## src/rtl/audio_stream_ctrl_if.sv

```systemverilog
// audio_stream_ctrl_if
// Producer-side sample-pair stream into audio_stream_ctrl.
//   in_valid : producer offers a left/right sample pair
//   in_l     : left sample, two's complement
//   in_r     : right sample, two's complement
//   in_ready : controller FIFO can accept a pair
// Modports: master (producer), slave (audio_stream_ctrl).
interface audio_stream_ctrl_if #(
    parameter int SAMPLE_W = 16
);
    logic                in_valid;
    logic [SAMPLE_W-1:0] in_l;
    logic [SAMPLE_W-1:0] in_r;
    logic                in_ready;

    modport master (
        output in_valid,
        output in_l,
        output in_r,
        input  in_ready
    );

    modport slave (
        input  in_valid,
        input  in_l,
        input  in_r,
        output in_ready
    );
endinterface

```

## src/rtl/audio_stream_ctrl.sv

```systemverilog
// audio_stream_ctrl
// Buffers left/right sample pairs from a producer and presents them to an
// audio codec, sequencing codec initialisation and the per-sample handshake.
// Ports:
//   Clk          : system clock, rising edge
//   Reset_n      : asynchronous active-low reset
//   RUN          : level, high enables streaming, low returns to idle
//   INIT_FINISH  : codec initialisation complete
//   data_over    : codec busy latching/shifting the current pair
//   stream       : producer stream (audio_stream_ctrl_if.slave)
//   vol          : attenuation shift (only with AUDIO_VOLUME_EN)
//   INIT         : codec initialisation request
//   LDATA, RDATA : samples presented to the codec
//   fifo_level   : number of pairs held
//   underrun_cnt : saturating count of pops taken from an empty FIFO
// Optional feature macro: AUDIO_VOLUME_EN (adds vol, arithmetic right shift).
module audio_stream_ctrl #(
    parameter int SAMPLE_W   = 16,
    parameter int FIFO_DEPTH = 8
) (
    input  logic                          Clk,
    input  logic                          Reset_n,
    input  logic                          RUN,
    input  logic                          INIT_FINISH,
    input  logic                          data_over,
    audio_stream_ctrl_if.slave            stream,
`ifdef AUDIO_VOLUME_EN
    input  logic [3:0]                    vol,
`endif
    output logic                          INIT,
    output logic [SAMPLE_W-1:0]           LDATA,
    output logic [SAMPLE_W-1:0]           RDATA,
    output logic [$clog2(FIFO_DEPTH):0]   fifo_level,
    output logic [7:0]                    underrun_cnt
);

    localparam int AW = $clog2(FIFO_DEPTH);
    localparam logic [AW:0]   CNT_FULL = (AW+1)'(FIFO_DEPTH);
    localparam logic [AW:0]   CNT_ONE  = (AW+1)'(1);
    localparam logic [AW-1:0] PTR_ONE  = AW'(1);

    typedef enum logic [1:0] {HOLD, START, WRITE, DONE} state_t;

    state_t state, state_next;

    logic [2*SAMPLE_W-1:0] mem [FIFO_DEPTH];
    logic [AW-1:0]         wr_ptr, rd_ptr;
    logic [AW:0]           count;
    logic                  flush, pop_edge, push, pop, underrun;
    logic [SAMPLE_W-1:0]   head_l, head_r;
    logic                  present;

    // RUN low outside HOLD returns to idle and discards the buffer.
    assign flush    = (state != HOLD) && !RUN;
    // The WRITE->DONE edge is the codec consuming the presented pair.
    assign pop_edge = (state == WRITE) && RUN && data_over;
    assign pop      = pop_edge && (count != '0);
    assign underrun = pop_edge && (count == '0);
    assign push     = stream.in_valid && stream.in_ready && !flush;

    assign stream.in_ready = (count != CNT_FULL);
    assign fifo_level      = count;

    // State register
    always_ff @(posedge Clk or negedge Reset_n) begin
        if (!Reset_n) state <= HOLD;
        else          state <= state_next;
    end

    // Next-state logic; RUN low dominates every other transition
    always_comb begin
        state_next = state;
        if (state != HOLD && !RUN) begin
            state_next = HOLD;
        end else begin
            case (state)
                HOLD:    if (RUN)         state_next = START;
                START:   if (INIT_FINISH) state_next = WRITE;
                WRITE:   if (data_over)   state_next = DONE;
                DONE:    if (!data_over)  state_next = WRITE;
                default:                  state_next = HOLD;
            endcase
        end
    end

    // Output logic
    assign head_l  = mem[rd_ptr][2*SAMPLE_W-1:SAMPLE_W];
    assign head_r  = mem[rd_ptr][SAMPLE_W-1:0];
    assign present = (state == WRITE) && (count != '0);

    always_comb begin
        INIT  = (state == START);
        LDATA = '0;
        RDATA = '0;
        if (present) begin
`ifdef AUDIO_VOLUME_EN
            LDATA = $signed(head_l) >>> vol;
            RDATA = $signed(head_r) >>> vol;
`else
            LDATA = head_l;
            RDATA = head_r;
`endif
        end
    end

    // FIFO storage; contents are only read while count is non-zero
    always_ff @(posedge Clk) begin
        if (push) mem[wr_ptr] <= {stream.in_l, stream.in_r};
    end

    always_ff @(posedge Clk or negedge Reset_n) begin
        if (!Reset_n) begin
            wr_ptr <= '0;
            rd_ptr <= '0;
            count  <= '0;
        end else if (flush) begin
            wr_ptr <= '0;
            rd_ptr <= '0;
            count  <= '0;
        end else begin
            if (push) wr_ptr <= wr_ptr + PTR_ONE;
            if (pop)  rd_ptr <= rd_ptr + PTR_ONE;
            case ({push, pop})
                2'b10:   count <= count + CNT_ONE;
                2'b01:   count <= count - CNT_ONE;
                default: count <= count;
            endcase
        end
    end

    always_ff @(posedge Clk or negedge Reset_n) begin
        if (!Reset_n)                             underrun_cnt <= '0;
        else if (underrun && underrun_cnt != '1)  underrun_cnt <= underrun_cnt + 8'd1;
    end

endmodule

```

## src/flat_wrapper.sv

```systemverilog
// flat-port wrapper written by rule: the top's interface ports become plain ports
module audio_stream_ctrl_flat 
#(
    parameter int SAMPLE_W   = 16,
    parameter int FIFO_DEPTH = 8
)
  (Clk, Reset_n, RUN, INIT_FINISH, data_over, INIT, LDATA, RDATA, fifo_level, underrun_cnt, stream_in_valid, stream_in_l, stream_in_r, stream_in_ready);
  audio_stream_ctrl_if #(.SAMPLE_W(SAMPLE_W)) stream_i ();
  input  logic Clk;
  input  logic Reset_n;
  input  logic RUN;
  input  logic INIT_FINISH;
  input  logic data_over;
  output logic INIT;
  output logic [SAMPLE_W-1:0] LDATA;
  output logic [SAMPLE_W-1:0] RDATA;
  output logic [$clog2(FIFO_DEPTH):0] fifo_level;
  output logic [7:0] underrun_cnt;
  input wire logic [$bits(stream_i.in_valid)-1:0] stream_in_valid;
  input wire logic [$bits(stream_i.in_l)-1:0] stream_in_l;
  input wire logic [$bits(stream_i.in_r)-1:0] stream_in_r;
  output wire logic [$bits(stream_i.in_ready)-1:0] stream_in_ready;
  assign stream_i.in_valid = stream_in_valid;
  assign stream_i.in_l = stream_in_l;
  assign stream_i.in_r = stream_in_r;
  assign stream_in_ready = stream_i.in_ready;
  audio_stream_ctrl #(.SAMPLE_W(SAMPLE_W), .FIFO_DEPTH(FIFO_DEPTH)) u_core (.Clk(Clk), .Reset_n(Reset_n), .RUN(RUN), .INIT_FINISH(INIT_FINISH), .data_over(data_over), .stream(stream_i), .INIT(INIT), .LDATA(LDATA), .RDATA(RDATA), .fifo_level(fifo_level), .underrun_cnt(underrun_cnt));
endmodule
```

## config.mk

```make
export PLATFORM = sky130hd
export DESIGN_NAME = audio_stream_ctrl_flat
export DESIGN_NICKNAME = d
export VERILOG_FILES = /design/src/rtl/audio_stream_ctrl_if.sv /design/src/rtl/audio_stream_ctrl.sv /design/src/flat_wrapper.sv
export SDC_FILE = /design/constraint.sdc
export NUM_CORES = 1
export LEC_CHECK = 0
export BUFFER_PORTS_ARGS = -buffer_cell sky130_fd_sc_hd__buf_2
export CORE_ASPECT_RATIO = 1.75
export CORE_MARGIN = 4
export CORE_UTILIZATION = 52
export DETAILED_ROUTE_END_ITERATION = 10
export PLACE_DENSITY = 0.71
export SYNTH_ARGS = -nofsm -noshare
export SYNTH_HDL_FRONTEND = slang
export SYNTH_SLANG_ARGS = --single-unit
```

## constraint.sdc

```tcl
create_clock -name Clk -period 7.15 [get_ports Clk]
set_input_delay 0.715 -clock Clk [delete_from_list [all_inputs] [get_ports Clk]]
set_output_delay 0.715 -clock Clk [all_outputs]
set_load 0.02 [all_outputs]
```

Word-level counts from Yosys, hierarchy flattened
Memory sizes are Yosys's and may differ from the RTL's.
Cells that the tools add are included.
{"block": "word_totals", "mem_count": 1, "input_bits": 38, "ramBits": 256, "out_inout_bits": 46, "ff_bits": 20, "wordCells": 57}
{"name": "u_core.mem", "words": 8, "width": 32, "read_ports": 1, "rd_ports_with_merged_regs": 0, "write_ports": 1, "line": "audio_stream_ctrl.sv:46", "rtl": "logic [2*SAMPLE_W-1:0] mem [FIFO_DEPTH];"}
{"block": "classes", "mux": 16, "add_sub_neg": 5, "n_reduce_logical": 19, "n_eq_ne": 11}
{"cell": "16-bit two-way mux", "n": 2}
{"cell": "3-bit two-way mux", "n": 4}
{"cell": "2-bit two-way mux", "n": 5}
{"cell": "1-bit logical AND", "n": 9}
{"cell": "3-bit by 2-bit inequality test with 1-bit output, second input constant", "n": 3}
{"cell": "8-bit by 1-bit adder with 8-bit output, second input constant", "n": 1}
{"cell": "8-bit inequality test, second input constant", "n": 1}
{"cell": "2-bit one-hot mux with 4 select lines", "n": 1}
{"cell": "4-bit one-hot mux with 2 select lines", "n": 1}
{"cell": "3-bit by 1-bit adder with 3-bit output, second input constant", "n": 2}
{"cell": "2-bit equality test, second input constant", "n": 3}
{"cell": "2-bit nonzero test", "n": 3}
{"cell": "4-bit by 1-bit adder with 4-bit output, second input constant", "n": 1}
{"cell": "2-bit by 1-bit equality test with 1-bit output, second input constant", "n": 2}
{"cell": "4-bit zero test", "n": 1}
{"cell": "4-bit two-way mux", "n": 1}
{"cell": "4-bit inequality test, second input constant", "n": 1}
{"cell": "4-bit AND reduction", "n": 1}
{"cell": "4-bit nonzero test", "n": 1}
{"cell": "4-bit by 1-bit subtractor with 4-bit output, second input constant", "n": 1}
{"cell": "3-bit by 1-bit inequality test with 1-bit output, second input constant", "n": 1}
{"cell": "3-bit nonzero test", "n": 1}
{"cell": "1-bit zero test", "n": 2}
{"cell": "2-bit zero test", "n": 1}
{"cell": "1-bit two-way mux", "n": 2}

Logic depth before layout (Yosys ltp)
{"block": "logic_depth", "word_depth": 7, "depth_mapped": 12, "depth_no_buf": 10}

Worst setup path after synthesis
No wires, ideal clock.
{"block": "synth_path", "kind": "register -> register", "start": "register u_core.count[0] (netlist: u_core.fifo_level[0])", "end": "memory u_core.mem[0][0] in the netlist's numbering, enable pin", "setup_ps": 461, "path_slack_ps": 3037, "required_time_ps": 6689, "path_buffers": 1, "arrival_time_ps": 3652, "period_less_slack_ps": 4113, "path_stages_with_launch": 6, "cell_sequence": "dfrtp_1 > or4b_1 > clkbuf_2 > nand2_1 > or3_1 > nor3_1"}
{"block": "synth_between", "elab_chain_cells": 5}
{"item": "start: declaration", "line": "audio_stream_ctrl.sv:48", "rtl": "logic [AW:0] count;"}
{"item": "start signal: assignment", "line": "audio_stream_ctrl.sv:124", "rtl": "2'b10: count <= count + CNT_ONE;"}
{"item": "start signal: assignment", "line": "audio_stream_ctrl.sv:125", "rtl": "2'b01: count <= count - CNT_ONE;"}
{"item": "start signal: assignment", "line": "audio_stream_ctrl.sv:126", "rtl": "default: count <= count;"}
{"item": "4-bit inequality test", "line": "audio_stream_ctrl.sv:61", "rtl": "assign stream.in_ready = (count != CNT_FULL);"}
{"item": "named net stream_in_ready", "line": "flat_wrapper.sv:22", "rtl": "output wire logic [$bits(stream_i.in_ready)-1:0] stream_in_ready;"}
{"item": "1-bit logical AND (2 in series)", "line": "audio_stream_ctrl.sv:59", "rtl": "assign push = stream.in_valid && stream.in_ready && !flush;"}
{"item": "1-bit two-way mux", "line": "audio_stream_ctrl.sv:108", "rtl": "if (push) mem[wr_ptr] <= {stream.in_l, stream.in_r};"}
{"item": "1-bit two-way mux (implied by the code)", "line": "audio_stream_ctrl.sv:108"}
{"item": "end: declaration", "line": "audio_stream_ctrl.sv:46"}
The timed path passes the listed nets, and every way through them passes these cells.

Worst setup path in the final report
{"block": "layout_path", "start": "register u_core.rd_ptr[0]", "end": "output port RDATA[10]"}
{"block": "layout_between", "elab_chain_cells": 2}
{"item": "start: declaration", "line": "audio_stream_ctrl.sv:47", "rtl": "logic [AW-1:0] wr_ptr, rd_ptr;"}
{"item": "start signal: assignment", "line": "audio_stream_ctrl.sv:122", "rtl": "if (pop) rd_ptr <= rd_ptr + PTR_ONE;"}
{"item": "memory 8 x 32 bit"}
{"item": "16-bit two-way mux", "line": "audio_stream_ctrl.sv:95", "rtl": "if (present) begin"}
{"item": "end: declaration", "line": "flat_wrapper.sv:16", "rtl": "output logic [SAMPLE_W-1:0] RDATA;"}
Every way passes these cells.

==> flow_metrics.env <==
export IMPL_peakVddDrop_mv=0.2477
export IMPL_path_cells="buf_4, mux4_2, mux2i_1, nor2_1, buf_2"
export IMPL_final_cell_mix="edfxtp_1 (256), buf_2 (83), mux4_2 (64), nor2_1 (44), mux2i_1 (34)"
export IMPL_clock_skew_ns=0.008903
export IMPL_die_w_um=117.0
export IMPL_grt_overflow_total=0
export IMPL_clock_latency_ns=0.51
export IMPL_ant_nets=0
export IMPL_nNetsFinal=662
export IMPL_clock_sink_count=276
export IMPL_gp_congestion=0.7384
export IMPL_grt_max_degree=45
export IMPL_synth_seq_cells=276
export IMPL_syn_nets=565
export IMPL_cp_start_kind="flip-flop"
export IMPL_worst_r2r_cell_count=8
export IMPL_drt_wl_total_um=20970
export IMPL_grt_use_met2=0.3392
export IMPL_fmax_mhz=264.0
export IMPL_grt_pass1_wl_um=32450
export IMPL_cap_violations=0
export IMPL_power_w=0.003891
export IMPL_leakagePower_nw=4.167
export IMPL_yosys_warnings=0
export IMPL_multi_input_comb_area_um2=2571
export IMPL_rsz0062_at_grt="no"
export IMPL_cp_required_ns=6.43
export IMPL_synth_seq_area_share=0.7571
export IMPL_tightest_slew_ns=0.8625
export IMPL_final_seq_area_um2=8194
export IMPL_io_buffers=83
export IMPL_placementRows=69
export IMPL_final_common_cell="edfxtp_1"
export IMPL_place_ws_ns=3.786
export IMPL_yosysUniqueCellTypes=38
export IMPL_r2r_end="u_core.fifo_level[3]$_DFFE_PN0P_"
export IMPL_via_count=5181
export IMPL_setup_slack_ns=3.363
export IMPL_hold_viol=0
export IMPL_max_stage_delay_ns=0.75
export IMPL_critPathSlowestCell="buf_4"
export IMPL_netlist_instances=520
export IMPL_grt_usage=0.1872
export IMPL_crit_fanout=44
export IMPL_viasPerCell=5.861
export IMPL_cts_hold_buffers=0
export IMPL_min_period_over_period=0.5297
export IMPL_cts_tree="done"
export IMPL_final_util=0.6112
export IMPL_htreeDepth=1
export IMPL_period_minus_slack_ns=3.787
export IMPL_tns_ns=0
export IMPL_path_clk_slew_ns=0.07
export IMPL_arrival_ns=3.07
export IMPL_detail_route_first_pass_iterations=5
export IMPL_slew_viol_final=0
export IMPL_grtUsageMet1=0.2350
export IMPL_cts_root_buffer="clkbuf_16"
export IMPL_power_density_nw_per_um2=312.5
export IMPL_reg2reg_from="u_core.fifo_level[1]$_DFFE_PN0P_"
export IMPL_status="finished clean"
export IMPL_grt_busiest_layer="met2"
export IMPL_pin_count=84
export IMPL_crit_family="buffers and inverters"
export IMPL_worst_path_buf_inv=2
export IMPL_post_route_drc_count=0
export IMPL_clock_path_buffers=3
export IMPL_dieArea_um2=23260
export IMPL_routedWlPerCell_um=23.72
export IMPL_initial_core_util=0.5308
export IMPL_syn_area_um2=10820
export IMPL_core_area_um2=20370
export IMPL_fillers=1460
export IMPL_drive_above_1_share=0.3370
export IMPL_slew_headroom=0.4250
export IMPL_dieHeight_um=198.8
export IMPL_setup_violations=0
export IMPL_synth_avg_cell_area_um2=20.80
export IMPL_reg2reg_slack_ns=4.13
export IMPL_use_met3=0.02831
export IMPL_min_path_type="primary input to async pin"
export IMPL_end_kind="output port"
export IMPL_placed_cell_area_um2=11580
export IMPL_drtIter0Drc=322
export IMPL_dpl_hpwl_um=11740
export IMPL_area_growth_pct=15.14
export IMPL_first_global_vias=5636
export IMPL_stdcell_area_um2=12450
export IMPL_cts_resized=0
export IMPL_path_class="flip-flop to output port"
export IMPL_post_cts_buffers=0
export IMPL_cts_buffers=24
export IMPL_antenna_found_initial=3
## state kept, by name (all words and copies together) (netlist names)
| name | cells |
|---|---|
| u_core.underrun_cnt | 8 |
| u_core.mem | 256 |
| u_core.state | 2 |
| u_core.fifo_level | 4 |
| u_core.rd_ptr | 3 |
| u_core.wr_ptr | 3 |
## area by class of cell
class | count | area share
antenna | 1 | 0.0002009
clock buffer | 28 | 0.05114
clock inverter | 16 | 0.01869
multi-input combinational | 220 | 0.2065
sequential | 276 | 0.6580
tap | 248 | 0.02492
timing repair buffer | 95 | 0.04059
## worst max-delay path by stage
stage	cells past startpoint	slack, ns	to	startpoint
3_5_place_dp	5	3.79	RDATA[3]	u_core.rd_ptr[0]$_DFFE_PN0P_
5_1_grt	5	3.07	RDATA[3]	u_core.rd_ptr[0]$_DFFE_PN0P_
6_report	5	3.36	RDATA[10]	u_core.rd_ptr[0]$_DFFE_PN0P_
4_1_cts	5	3.24	RDATA[3]	u_core.rd_ptr[0]$_DFFE_PN0P_
3_3_place_gp	5	3.82	RDATA[10]	u_core.rd_ptr[0]$_DFFE_PN0P_
2_1_floorplan	5	3.04	u_core.mem[0][0]$_DFFE_PP_	u_core.fifo_level[0]$_DFFE_PN0P_
## cell usage after synthesis (all sizes together)
| cell | count | share of area |
|---|---|---|
| edfxtp | 256 | 0.71 |
| mux4 | 64 | 0.13 |
| nor2 | 50 | 0.017 |
| mux2i | 34 | 0.031 |
| dfrtp | 20 | 0.046 |
| buf | 15 | 0.0071 |
| clkbuf | 9 | 0.0032 |
| nand2 | 9 | 0.0031 |
| xor2 | 9 | 0.0073 |
| ha | 7 | 0.0081 |
| nand3 | 6 | 0.0028 |
| a21oi | 5 | 0.0023 |
| xnor2 | 5 | 0.0040 |
| nor2b | 4 | 0.0023 |
| nor3 | 3 | 0.0014 |
| nor4 | 3 | 0.0023 |
| a211oi | 2 | 0.0014 |
| and4 | 2 | 0.0017 |
| mux2 | 2 | 0.0021 |
| nand2b | 2 | 0.0012 |
| a311oi | 1 | 0.0014 |
| a31o | 1 | 0.00081 |
| and4b | 1 | 0.00093 |
| nand3b | 1 | 0.00069 |
| nand4 | 1 | 0.00058 |
| nand4b | 1 | 0.00081 |
| o2111ai | 1 | 0.00081 |
| o211a | 1 | 0.00093 |
| o21ai | 1 | 0.00046 |
| or2 | 1 | 0.00058 |
| or3 | 1 | 0.00058 |
| or4 | 1 | 0.0010 |
| or4b | 1 | 0.00093 |
## cell families (layout without fill, tap and decap cells)
group                    count (synthesis)  count (layout)  synth area share
XOR/XNOR                                14              14           0.01134
buffers and inverters                   24             139           0.01030
AO/OA/AOI/OAI                           12              12          0.008097
multiplexers                           100             100            0.1668
flip-flops                             276             276            0.7571
other                                    0               1                 0
AND/OR/NAND/NOR                         87              87           0.03829
adder cells (fa/ha/maj)                  7               7          0.008098
## routing by layer
layer  vias to the layer above  wire length (um)  share of wire
met2                       136             11630           0.55
met1                      2697              7922           0.38
li1                       2309                 -              -
met3                        35               987          0.047
met4                         4               417          0.020
met5                         -                14        0.00067
## power breakdown
part	total (W)	internal, W	switching [W]
Sequential	0.00201	0.00194	0.0000785
Combinational	0.000479	0.000193	0.000286
Clock	0.00140	0.000856	0.000543
## metrics by stage
stage / std cells / hold slack (ns)
2_1_floorplan: 520 / 0.4194
6_report: 884 / 0.1589
3_3_place_gp: 839 / 0.4747
5_1_grt: 884 / 0.1866
3_5_place_dp: 839 / 0.4964
4_1_cts: 883 / 0.1645
No activity file was read; power rests on OpenSTA's default activity.
